$ cat src/rtl/mixcol_seq_pkg.sv
// aes_pkg: shared constants, FSM encodings and byte helpers for the MixColumns engine
package aes_pkg;
    localparam int BYTE     = 8;
    localparam int SENTENCE = 16 * BYTE;
    localparam int PASS_FWD = 1;
    localparam int PASS_INV = 3;
    localparam logic [1:0] S_IDLE = 2'd0;
    localparam logic [1:0] S_XT   = 2'd1;
    localparam logic [1:0] S_COMB = 2'd2;
    localparam logic [1:0] S_HOLD = 2'd3;
    function automatic logic [BYTE-1:0] state_byte(input logic [SENTENCE-1:0] s, input int k);
        return s[SENTENCE-1-BYTE*k -: BYTE];
    endfunction
    function automatic int col_byte(input int c, input int i);
        return 4 * c + i;
    endfunction
endpackage

$ cat src/rtl/mixcol_seq_if.sv
// mixcol_seq_if: input/output handshake channels of the MixColumns engine
interface mixcol_seq_if;
    import aes_pkg::*;
    logic                in_valid;
    logic                in_ready;
    logic [SENTENCE-1:0] in_state;
    logic                in_inv;
    logic                out_valid;
    logic                out_ready;
    logic [SENTENCE-1:0] out_state;
    modport master (output in_valid, in_state, in_inv, out_ready, input in_ready, out_valid, out_state);
    modport slave  (input in_valid, in_state, in_inv, out_ready, output in_ready, out_valid, out_state);
endinterface

$ cat src/rtl/mixcol_seq_comb.sv
// mixcol_comb: one-column MixColumns combine from precomputed multiples (inverse with MIXCOL_INV_EN)
module mixcol_comb
    import aes_pkg::*;
(
    input  logic [4*BYTE-1:0] a_i,
    input  logic [4*BYTE-1:0] x2_i,
`ifdef MIXCOL_INV_EN
    input  logic [4*BYTE-1:0] x4_i,
    input  logic [4*BYTE-1:0] x8_i,
    input  logic              inv_i,
`endif
    output logic [4*BYTE-1:0] r_o
);
    for (genvar i = 0; i < 4; i++) begin : g_row
        localparam int J = (i + 1) % 4;
        localparam int K = (i + 2) % 4;
        localparam int L = (i + 3) % 4;
        logic [BYTE-1:0] a0, a1, a2, a3, d0, d1, fwd;
        assign a0  = a_i[4*BYTE-1-BYTE*i -: BYTE];
        assign a1  = a_i[4*BYTE-1-BYTE*J -: BYTE];
        assign a2  = a_i[4*BYTE-1-BYTE*K -: BYTE];
        assign a3  = a_i[4*BYTE-1-BYTE*L -: BYTE];
        assign d0  = x2_i[4*BYTE-1-BYTE*i -: BYTE];
        assign d1  = x2_i[4*BYTE-1-BYTE*J -: BYTE];
        assign fwd = d0 ^ d1 ^ a1 ^ a2 ^ a3;
`ifdef MIXCOL_INV_EN
        // 14*a0 ^ 11*a1 ^ 13*a2 ^ 9*a3 built from the x2/x4/x8 banks
        logic [BYTE-1:0] inv;
        assign inv = (x8_i[4*BYTE-1-BYTE*i -: BYTE] ^ x4_i[4*BYTE-1-BYTE*i -: BYTE] ^ d0)
                   ^ (x8_i[4*BYTE-1-BYTE*J -: BYTE] ^ d1 ^ a1)
                   ^ (x8_i[4*BYTE-1-BYTE*K -: BYTE] ^ x4_i[4*BYTE-1-BYTE*K -: BYTE] ^ a2)
                   ^ (x8_i[4*BYTE-1-BYTE*L -: BYTE] ^ a3);
        assign r_o[4*BYTE-1-BYTE*i -: BYTE] = inv_i ? inv : fwd;
`else
        assign r_o[4*BYTE-1-BYTE*i -: BYTE] = fwd;
`endif
    end
endmodule

$ cat src/rtl/mixcol_seq_xtime.sv
// xtime: multiply one byte by {02} modulo the AES polynomial {11B}
module xtime
    import aes_pkg::*;
(
    input  logic [BYTE-1:0] a_i,
    output logic [BYTE-1:0] y_o
);
    assign y_o = {a_i[BYTE-2:0], 1'b0} ^ (a_i[BYTE-1] ? 8'h1b : 8'h00);
endmodule

$ cat src/rtl/mixcol_seq.sv
// mixcol_seq: iterative MixColumns sharing one xtime unit; MIXCOL_INV_EN adds the inverse mode
module mixcol_seq
    import aes_pkg::*;
(
    input logic        clk,
    input logic        rst,
    mixcol_seq_if.slave io
);
`ifdef MIXCOL_INV_EN
    localparam int NBANK = PASS_INV;
`else
    localparam int NBANK = PASS_FWD;
`endif
    logic [1:0]          state_q, state_d;
    logic [3:0]          idx_q, idx_d;
    logic [BYTE-1:0]     src_q [16];
    logic [BYTE-1:0]     prod_q [NBANK][16];
    logic [SENTENCE-1:0] out_q, out_d;
    logic [BYTE-1:0]     xt_in, xt_out;
    logic                accept, last_pass, xt_end;
`ifdef MIXCOL_INV_EN
    logic [1:0]          pass_q, pass_d;
    logic                inv_q;
    assign xt_in     = pass_q == 2'd0 ? src_q[idx_q] : pass_q == 2'd1 ? prod_q[0][idx_q] : prod_q[1][idx_q];
    assign last_pass = pass_q == (inv_q ? 2'(PASS_INV - 1) : 2'(PASS_FWD - 1));
`else
    assign xt_in     = src_q[idx_q];
    assign last_pass = 1'b1;
`endif
    assign accept       = io.in_valid && state_q == S_IDLE;
    assign xt_end       = state_q == S_XT && idx_q == 4'd15;
    assign io.in_ready  = state_q == S_IDLE;
    assign io.out_valid = state_q == S_HOLD;
    assign io.out_state = out_q;

    xtime u_xtime (.a_i(xt_in), .y_o(xt_out));

    for (genvar c = 0; c < 4; c++) begin : g_col
        mixcol_comb u_comb (
            .a_i ({src_q[col_byte(c, 0)], src_q[col_byte(c, 1)], src_q[col_byte(c, 2)], src_q[col_byte(c, 3)]}),
            .x2_i({prod_q[0][col_byte(c, 0)], prod_q[0][col_byte(c, 1)], prod_q[0][col_byte(c, 2)], prod_q[0][col_byte(c, 3)]}),
`ifdef MIXCOL_INV_EN
            .x4_i({prod_q[1][col_byte(c, 0)], prod_q[1][col_byte(c, 1)], prod_q[1][col_byte(c, 2)], prod_q[1][col_byte(c, 3)]}),
            .x8_i({prod_q[2][col_byte(c, 0)], prod_q[2][col_byte(c, 1)], prod_q[2][col_byte(c, 2)], prod_q[2][col_byte(c, 3)]}),
            .inv_i(inv_q),
`endif
            .r_o (out_d[SENTENCE-1-32*c -: 32])
        );
    end

    // FSM sequencing and byte/pass counters; idx wraps to 0 naturally after byte 15
    always_comb begin
        state_d = accept ? S_XT
                : (xt_end && last_pass) ? S_COMB
                : state_q == S_COMB ? S_HOLD
                : (state_q == S_HOLD && io.out_ready) ? S_IDLE
                : state_q;
        idx_d   = state_q == S_XT ? idx_q + 4'd1 : 4'd0;
`ifdef MIXCOL_INV_EN
        pass_d  = accept ? 2'd0 : (xt_end && !last_pass) ? pass_q + 2'd1 : pass_q;
`endif
    end

    // state registers, input capture, xtime product banks and result register
    always_ff @(posedge clk) begin
        if (rst) begin
            state_q <= S_IDLE;
            idx_q   <= '0;
            out_q   <= '0;
            for (int k = 0; k < 16; k++) src_q[k] <= '0;
            for (int b = 0; b < NBANK; b++)
                for (int k = 0; k < 16; k++) prod_q[b][k] <= '0;
`ifdef MIXCOL_INV_EN
            pass_q  <= '0;
            inv_q   <= 1'b0;
`endif
        end else begin
            state_q <= state_d;
            idx_q   <= idx_d;
            if (accept) begin
                for (int k = 0; k < 16; k++) src_q[k] <= state_byte(io.in_state, k);
`ifdef MIXCOL_INV_EN
                inv_q <= io.in_inv;
`endif
            end
`ifdef MIXCOL_INV_EN
            pass_q <= pass_d;
            if (state_q == S_XT) prod_q[pass_q][idx_q] <= xt_out;
`else
            if (state_q == S_XT) prod_q[0][idx_q] <= xt_out;
`endif
            if (state_q == S_COMB) out_q <= out_d;
        end
    end
endmodule

$ cat src/flat_wrapper.sv
// flat-port wrapper written by rule: the top's interface ports become plain ports
module mixcol_seq_flat import aes_pkg::*;
  (clk, rst, io_in_valid, io_in_state, io_in_inv, io_out_ready, io_in_ready, io_out_valid, io_out_state);
  mixcol_seq_if io_i ();
  input logic clk;
  input logic rst;
  input wire logic [$bits(io_i.in_valid)-1:0] io_in_valid;
  input wire logic [$bits(io_i.in_state)-1:0] io_in_state;
  input wire logic [$bits(io_i.in_inv)-1:0] io_in_inv;
  input wire logic [$bits(io_i.out_ready)-1:0] io_out_ready;
  output wire logic [$bits(io_i.in_ready)-1:0] io_in_ready;
  output wire logic [$bits(io_i.out_valid)-1:0] io_out_valid;
  output wire logic [$bits(io_i.out_state)-1:0] io_out_state;
  assign io_i.in_valid = io_in_valid;
  assign io_i.in_state = io_in_state;
  assign io_i.in_inv = io_in_inv;
  assign io_i.out_ready = io_out_ready;
  assign io_in_ready = io_i.in_ready;
  assign io_out_valid = io_i.out_valid;
  assign io_out_state = io_i.out_state;
  mixcol_seq u_core (.clk(clk), .rst(rst), .io(io_i));
endmodule
$ cat config.mk
export PLATFORM = sky130hd
export DESIGN_NAME = mixcol_seq_flat
export DESIGN_NICKNAME = d
export VERILOG_FILES = /design/src/rtl/mixcol_seq_pkg.sv /design/src/rtl/mixcol_seq_if.sv /design/src/rtl/mixcol_seq_comb.sv /design/src/rtl/mixcol_seq_xtime.sv /design/src/rtl/mixcol_seq.sv /design/src/flat_wrapper.sv
export SDC_FILE = /design/constraint.sdc
export NUM_CORES = 1
export LEC_CHECK = 0
export ABC_AREA = 0
export BUFFER_PORTS_ARGS = -buffer_cell sky130_fd_sc_hd__buf_4
export CAP_MARGIN = 30
export CORE_MARGIN = 1
export CORE_UTILIZATION = 30
export DETAILED_ROUTE_END_ITERATION = 16
export HOLD_SLACK_MARGIN = 0.06
export PLACE_DENSITY = 0.52
export SYNTH_ARGS = -nofsm -noshare
export SYNTH_HDL_FRONTEND = slang
export SYNTH_SLANG_ARGS = --single-unit
$ cat constraint.sdc
create_clock -name clk -period 7.1 [get_ports clk]
set_input_delay 1.42 -clock clk [delete_from_list [all_inputs] [get_ports clk]]
set_output_delay 1.42 -clock clk [all_outputs]
set_load 0.02 [all_outputs]
* Word-level counts from Yosys, hierarchy flattened
Memories as Yosys holds them, arrays and structs flattened. A register that Yosys moved wholly into a read port is not among the register bits. Index checks and enable logic that the tools add are counted.
Word-level totals: flip-flop bits (word level) 134, memory bits (writable) 256, input bits 133, output and inout port bits 130, logic and storage cells 140, memories kept 2
Memories:
- u_core.prod_q | depth 1, width 128, rd ports 1, clocked after Yosys merged registers in 0, wr ports 16, RTL line mixcol_seq.sv:17 | logic [BYTE-1:0] prod_q [NBANK][16];
- u_core.src_q | depth 16, width 8, rd ports 17, clocked after Yosys merged registers in 1, wr ports 16, RTL line mixcol_seq.sv:16 | logic [BYTE-1:0] src_q [16];
Cells by class: add/subtract/negate cells 1, magnitude comparators 2, equality and inequality tests 4, muxes and demuxes 34, bitwise logic cells 83, reduce and logical (&&, ||, !) cells 10
Operators with widths (count):
- 8-bit XOR | 65
- 128-bit two-way mux | 3
- 8-bit two-way mux | 17
- 128-bit OR reduction | 1
- 8-bit demux with 4-bit select | 1
- 1-bit OR | 16
- 1-bit two-way mux | 8
- 2-bit two-way mux | 3
- 5-bit greater-or-equal comparator (second input constant) | 1
- 5-bit by 1-bit < comparator with 1-bit output (second input constant) | 1
- 5-bit two-way mux | 1
- 4-bit inverter with 5-bit output | 1
- 4-bit by 1-bit adder with 4-bit output (second input constant) | 1
- 2-bit == test (second input constant) | 2
- 4-bit == test (second input constant) | 1
- 1-bit logical AND | 4
- 4-bit two-way mux | 1
- 4-bit nonzero test | 1
- 2-bit OR reduction | 2
- 3-bit nonzero test | 1
- 2-bit by 1-bit == test with 1-bit output (second input constant) | 1
- 2-bit zero test | 1
- 1-bit inverter | 1

* Depth between registers and ports, before layout
Gate-level depths: netlist of run 1.
word-level depth 8, depth in mapped cells 10, mapped depth without buffers 6

* Modules after synthesis
Synthesis of run 1 repeated with hierarchy kept, for this count alone.
Second synthesis, totals: cell total of the unflattened synthesis 1851, area, all modules 19861.5 um^2
Modules (own cells, without submodules):
- mixcol_seq | instances 1, cells each 1551, area each 15753.9 um^2, sequential area each 9168.8 um^2
- mixcol_comb | instances 4, cells each 73, area each 1011.0 um^2, sequential area each 0.0 um^2
- xtime | instances 1, cells each 8, area each 63.8 um^2, sequential area each 0.0 um^2

* Least setup slack after synthesis of run 1
OpenSTA, ideal clock, no wires.
path type input-to-reg, start in rst, end mem u_core.src_q[0][0] (enable), library setup time 0.510 ns, arrival 5.001 ns, required time 6.590 ns, setup slack 1.588 ns, cell stages on the path 3, path buffers 2, cells stage by stage clkbuf_1 -> clkbuf_1 -> nand2b_1
RTL lines:
- start: declaration | RTL line flat_wrapper.sv:6 | input logic rst;
- end: declaration | RTL line mixcol_seq.sv:16

==> results of run 1 <==
==> power groups by stage <==
| stage | Combinational, W | Clock, W | Sequential [W] |
|---|---|---|---|
| 6_report | 0.000625 | 0.00235 | 0.00247 |
| 5_1_grt | 0.000681 | 0.00249 | 0.00248 |
| 4_1_cts | 0.000630 | 0.00241 | 0.00247 |
| 3_5_place_dp | 0.000627 | 0 | 0.00252 |
| 3_3_place_gp | 0.000623 | 0 | 0.00251 |
| 2_1_floorplan | 0.000451 | 0 | 0.00249 |
==> worst paths after layout <==
path | slack [ns] | from | endpoint | cells past startpoint
min reg2reg | 0.45 | u_core.io.out_state[115] | u_core.io.out_state[115] | 2
max | 3.55 | u_core.idx_q[1] | u_core.prod_q[0][121] | 6
max reg2reg | 3.55 | u_core.idx_q[1] | u_core.prod_q[0][121] | 6
min | 0.45 | u_core.io.out_state[115] | u_core.io.out_state[115] | 2
==> sequential cells by signal, indices dropped and copies added, names as in the netlist <==
name,count
u_core.state_q,2
u_core.prod_q,128
u_core.io.out_state,128
u_core.idx_q,4
u_core.src_q,128
==> per-layer routing <==
metal,part of all wire,up-vias,track usage
li1,-,6626,-
met1,0.48,6490,0.237
met2,0.47,232,0.279
met3,0.032,71,0.0229
met4,0.023,0,0.0500
met5,0,-,0
==> Yosys cell counts (7+ instances only) <==
| cell type | instances | area, um^2 |
|---|---|---|
| nor2b_1 | 53 | 332 |
| edfxtp_1 | 136 | 4080 |
| nor2_1 | 143 | 537 |
| a22oi_1 | 7 | 52.6 |
| xor2_1 | 160 | 1400 |
| nand3_1 | 18 | 90.1 |
| nand2_1 | 274 | 1030 |
| nor3_1 | 18 | 90.1 |
| mux4_2 | 20 | 450 |
| a211oi_1 | 87 | 653 |
| clkbuf_1 | 78 | 293 |
| mux2i_1 | 41 | 410 |
| buf_4 | 8 | 60.1 |
| and2_1 | 84 | 526 |
| a21oi_1 | 139 | 696 |
| dfxtp_1 | 254 | 5080 |
| o21ai_0 | 10 | 50.1 |
| buf_2 | 18 | 90.1 |
| nand2b_1 | 7 | 43.8 |
| and3_1 | 15 | 93.8 |
| nand3b_1 | 14 | 105 |
| xnor2_1 | 218 | 1910 |
==> final cells by class <==
| class | instances | area [um^2] | share of cell area |
|---|---|---|---|
| flip-flops and latches | 390 | 9170 | 0.405 |
| multi-input cells | 1345 | 8860 | 0.392 |
| repair buffers | 278 | 2120 | 0.0937 |
| clock buffers | 64 | 1280 | 0.0566 |
| well taps | 782 | 978 | 0.0433 |
| clock inverters | 18 | 199 | 0.00879 |
| inverters | 4 | 15.0 | 0.000664 |
==> kinds of logic after synthesis <==
kind of cell | count (synthesis) | synth area share
xor+xnor | 380 | 0.181
simple gates | 637 | 0.158
mux | 64 | 0.0496
compound gates | 259 | 0.0852
flops | 390 | 0.496
fa+ha+maj | 5 | 0.00338
buf+inv | 116 | 0.0277
==> through the flow <==
step	cell area (um^2)	hold slack, ns
2_1_floorplan	18500	0.444
3_3_place_gp	21100	0.444
3_5_place_dp	21100	0.446
4_1_cts	22600	0.452
5_1_grt	22600	0.472
6_report	22600	0.448
==> worst max-delay path, stage by stage, from the launching register on <==
cell,delay (ns)
dfxtp_4,0.57
buf_4,0.68
mux4_2,0.62
mux2i_4,0.54
mux2_2,0.57
o21a_1,0.19
nor3_1,0.05
==> impl_metrics.json, run 1 <==
{
  "fin_worst_skew_ns": 0.0202,
  "vias": 13419,
  "drv_cap": 0,
  "p_sw_w": 0.00136,
  "ys_warn_count": 0,
  "synth_edf_count": 136,
  "final_nets": 2201,
  "syn-cell-area_um2": 18500,
  "crit_required_ns": 7.39,
  "wl_per_cell_um": 18.9,
  "fillers": 5971,
  "dieHeight_um": 250,
  "cts_buffers": 44,
  "instances_no_fill": 2881,
  "ys_ff_latch": 390,
  "crit_type": "reg -> reg",
  "tns_ns": 0,
  "hold_viol_final": 0,
  "dieWidth_um": 250,
  "first_pass_iters": 5,
  "grtUsageTotal": 0.171,
  "drc_errors": 0,
  "insertion_delay_ns": 0.58,
  "finalPower_w": 0.00544,
  "async_flop_share": 0,
  "finalWorstSetupSlack_ns": 3.55,
  "grt_max_degree": 155,
  "cts_tree": "done",
  "power_frac_clock": 0.432,
  "synthToLayoutAreaGrowth_pct": 22.3,
  "initial_core_util": 0.305,
  "maxSlewHeadroom": 0.263,
  "critPathCaptureType": "flip-flop",
  "peakVddDrop_v": 0.000121,
  "wl_um": 54400,
  "cts-root-buf": "clkbuf_16",
  "post_cts.repair.setup_buffers": 0,
  "worstHoldPathType": "reg -> reg",
  "drive_gt1_frac": 0.181,
  "min_period_ns": 3.55,
  "clkTransAtPathRegs_ns": 0.07,
  "fin_util": 0.373,
  "syn_inst": 1851,
  "synth_cell_types": 42,
  "drv_slew": 0,
  "switching_share": 0.249,
  "max_freq_ghz": 0.282,
  "antenna_found_initial": 1,
  "portBuffers": 261,
  "grt_pass1_wl_um": 81900,
  "diodes": 0,
  "num_rows": 90,
  "ant_nets": 0,
  "ctsHoldBuffers": 0,
  "yosysSeqAreaShare": 0.496,
  "synthFlopType": "dfxtp_1",
  "grt_overflow": 0,
  "path_max_fanout": 35,
  "dp_hpwl_um": 38500,
  "gp_congestion": 0.794,
  "tightest_slew_ns": 1.11,
  "synth_nets": 1989,
  "combPwrFrac": 0.115,
  "run_status": "completed",
  "cts_resized": 0,
  "coreArea_um2": 60700,
  "dieArea_um2": 62700,
  "clock_sinks": 390,
  "grt_pass1_vias": 13509,
  "power.density_nw_per_um2": 241,
  "htree_levels": 2,
  "p_int_w": 0.00408,
  "ioPinCount": 263,
  "drt_first_iter_violations": 713,
  "viasPerCell": 4.66,
  "final_cell_mix": "274 x nand2_1, 274 x buf_4, 253 x dfxtp_1",
  "start_kind": "flip-flop",
  "clockBufferDepth": 3,
  "post-place-ws_ns": 3.03,
  "rsz0062_at_grt": "no",
  "avgSynthCellArea_um2": 10.0,
  "leakage_nw": 8.55,
  "pwr-share-seq": 0.454,
  "arrival_ns": 3.84,
  "setup_viol": 0,
  "post-route-period-util": 0.500,
  "dp.cells": 2797
}
Power figures use the tool's default switching activity.
==> run 2: changes to the inputs <==
==> constraint.sdc (replaced) <==
create_clock -name clk -period 3.6 [get_ports clk]
set_input_delay 0.72 -clock clk [delete_from_list [all_inputs] [get_ports clk]]
set_output_delay 0.72 -clock clk [all_outputs]
set_load 0.02 [all_outputs]
==> impl_metrics.json, run 2 (same netlist as run 1, synthesis figures left out) <==
{
  "run_status": "completed",
  "cts-root-buf": "clkbuf_16",
  "rr_worst_depth": 6,
  "dp_hpwl_um": 39300,
  "ant_nets": 0,
  "peakVddDrop_v": 0.000279,
  "min_period_ns": 2.90,
  "cts_tree": "done",
  "multi_input_area_um2": 8860,
  "coreArea_um2": 60700,
  "final_nets": 2212,
  "grt_overflow": 0,
  "cts_buffers": 45,
  "antenna_found_initial": 2,
  "cts_resized": 0,
  "crit_type": "reg -> reg",
  "grt_pass1_wl_um": 82100,
  "clock_sinks": 390,
  "arrival_ns": 3.30,
  "drive_gt1_frac": 0.185,
  "maxSlewHeadroom": 0.322,
  "drt_first_iter_violations": 752,
  "hold_viol_final": 0,
  "hold_path_depth": 2,
  "drc_errors": 0,
  "fin_worst_skew_ns": 0.00889,
  "power.density_nw_per_um2": 466,
  "drv_slew": 0,
  "grt_pass1_vias": 13401,
  "clockBufferDepth": 3,
  "rsz0062_at_grt": "no",
  "final_common_cell": "buf_4",
  "final_cell_mix": "280 x buf_4, 274 x nand2_1, 253 x dfxtp_1",
  "max_freq_ghz": 0.345,
  "clkTransAtPathRegs_ns": 0.06,
  "leakage_nw": 8.60,
  "reg2reg_from": "u_core.idx_q[1]",
  "drv_cap": 0,
  "num_rows": 90,
  "portBuffers": 261,
  "fillers": 5993,
  "initial_core_util": 0.305,
  "crit_required_ns": 3.99,
  "synthToLayoutAreaGrowth_pct": 22.7,
  "worstHoldPathType": "in -> reg",
  "holdWs_ns": 0.432,
  "hold_start": "io_in_state[52]",
  "start_kind": "flip-flop",
  "gp_congestion": 0.789,
  "tns_ns": 0,
  "wl_um": 54400,
  "r2r_setup_slack_ns": 0.70,
  "diodes": 0,
  "dieWidth_um": 250,
  "tightest_slew_ns": 1.01,
  "setup_viol": 0,
  "grt_max_degree": 133,
  "path_max_fanout": 32,
  "dieArea_um2": 62700,
  "post_cts.repair.setup_buffers": 0,
  "ctsHoldBuffers": 0,
  "r2r-end": "u_core.prod_q[0][75]",
  "post-route-period-util": 0.806,
  "htree_levels": 2,
  "insertion_delay_ns": 0.57,
  "dieHeight_um": 250,
  "wl_per_cell_um": 18.8,
  "viasPerCell": 4.61,
  "critPathCaptureType": "flip-flop",
  "ioPinCount": 263,
  "grtUsageTotal": 0.172,
  "first_pass_iters": 4,
  "regArea_um2": 9170,
  "vias": 13330,
  "min_to": "u_core.src_q[9][4]"
}
==> run 2: worst max path at each step <==
stage / slack [ns] / to / from / cells after the start
6_report: 0.70 / u_core.prod_q[0][75] / u_core.idx_q[1] / 6
5_1_grt: 0.53 / u_core.prod_q[0][75] / u_core.idx_q[1] / 6
4_1_cts: 0.72 / u_core.prod_q[0][17] / u_core.idx_q[1] / 5
3_5_place_dp: 0.73 / u_core.prod_q[0][49] / u_core.idx_q[1] / 5
3_3_place_gp: 0.75 / u_core.prod_q[0][122] / u_core.idx_q[1] / 8
2_1_floorplan: 0.30 / u_core.src_q[0][0] / rst / 3
==> run 2: critical path: stages, from the launching register on <==
cell,delay [ns]
dfxtp_4,0.81
buf_4,0.37
mux2i_1,0.11
a22oi_1,0.30
a21oi_1,0.13
xnor2_1,0.83
a211oi_1,0.17
==> run 2: through the flow <==
step           cell area (um^2)  cells  utilization  setup slack, ns  power [W]
4_1_cts                   22700   2889        0.374            0.716     0.0107
2_1_floorplan             18500   1851            -            0.296    0.00580
3_3_place_gp              21300   2808        0.350            0.754    0.00621
3_5_place_dp              21300   2808        0.350            0.727    0.00622
5_1_grt                   22700   2890        0.374            0.528     0.0110
6_report                  22700   2890        0.374            0.698     0.0106
==> run 2: final cells by class <==
| cell class | count | share of cell area |
|---|---|---|
| sequential | 390 | 0.404 |
| multi-input combinational | 1345 | 0.390 |
| timing repair buffer | 288 | 0.0994 |
| clock buffer | 70 | 0.0591 |
| tap | 782 | 0.0431 |
| clock inverter | 11 | 0.00369 |
| inverter | 4 | 0.000661 |
==> run 2: per-layer routing <==
layer	routed length (um)	share of wire	track usage	vias up
met1	25500	0.47	0.234	6359
li1	-	-	-	6633
met2	25500	0.47	0.279	265
met3	2270	0.042	0.0296	71
met5	13	0.00024	0	-
met4	1170	0.022	0.0477	2
==> run 2: report_power, final <==
group | total (W) | internal (W) | switching [W] | leakage [nW]
Sequential | 0.00487 | 0.00470 | 0.000161 | 3.50
Clock | 0.00447 | 0.00263 | 0.00184 | 0.706
Combinational | 0.00125 | 0.000601 | 0.000649 | 4.40
Total | 0.0106 | 0.00794 | 0.00265 | 8.60
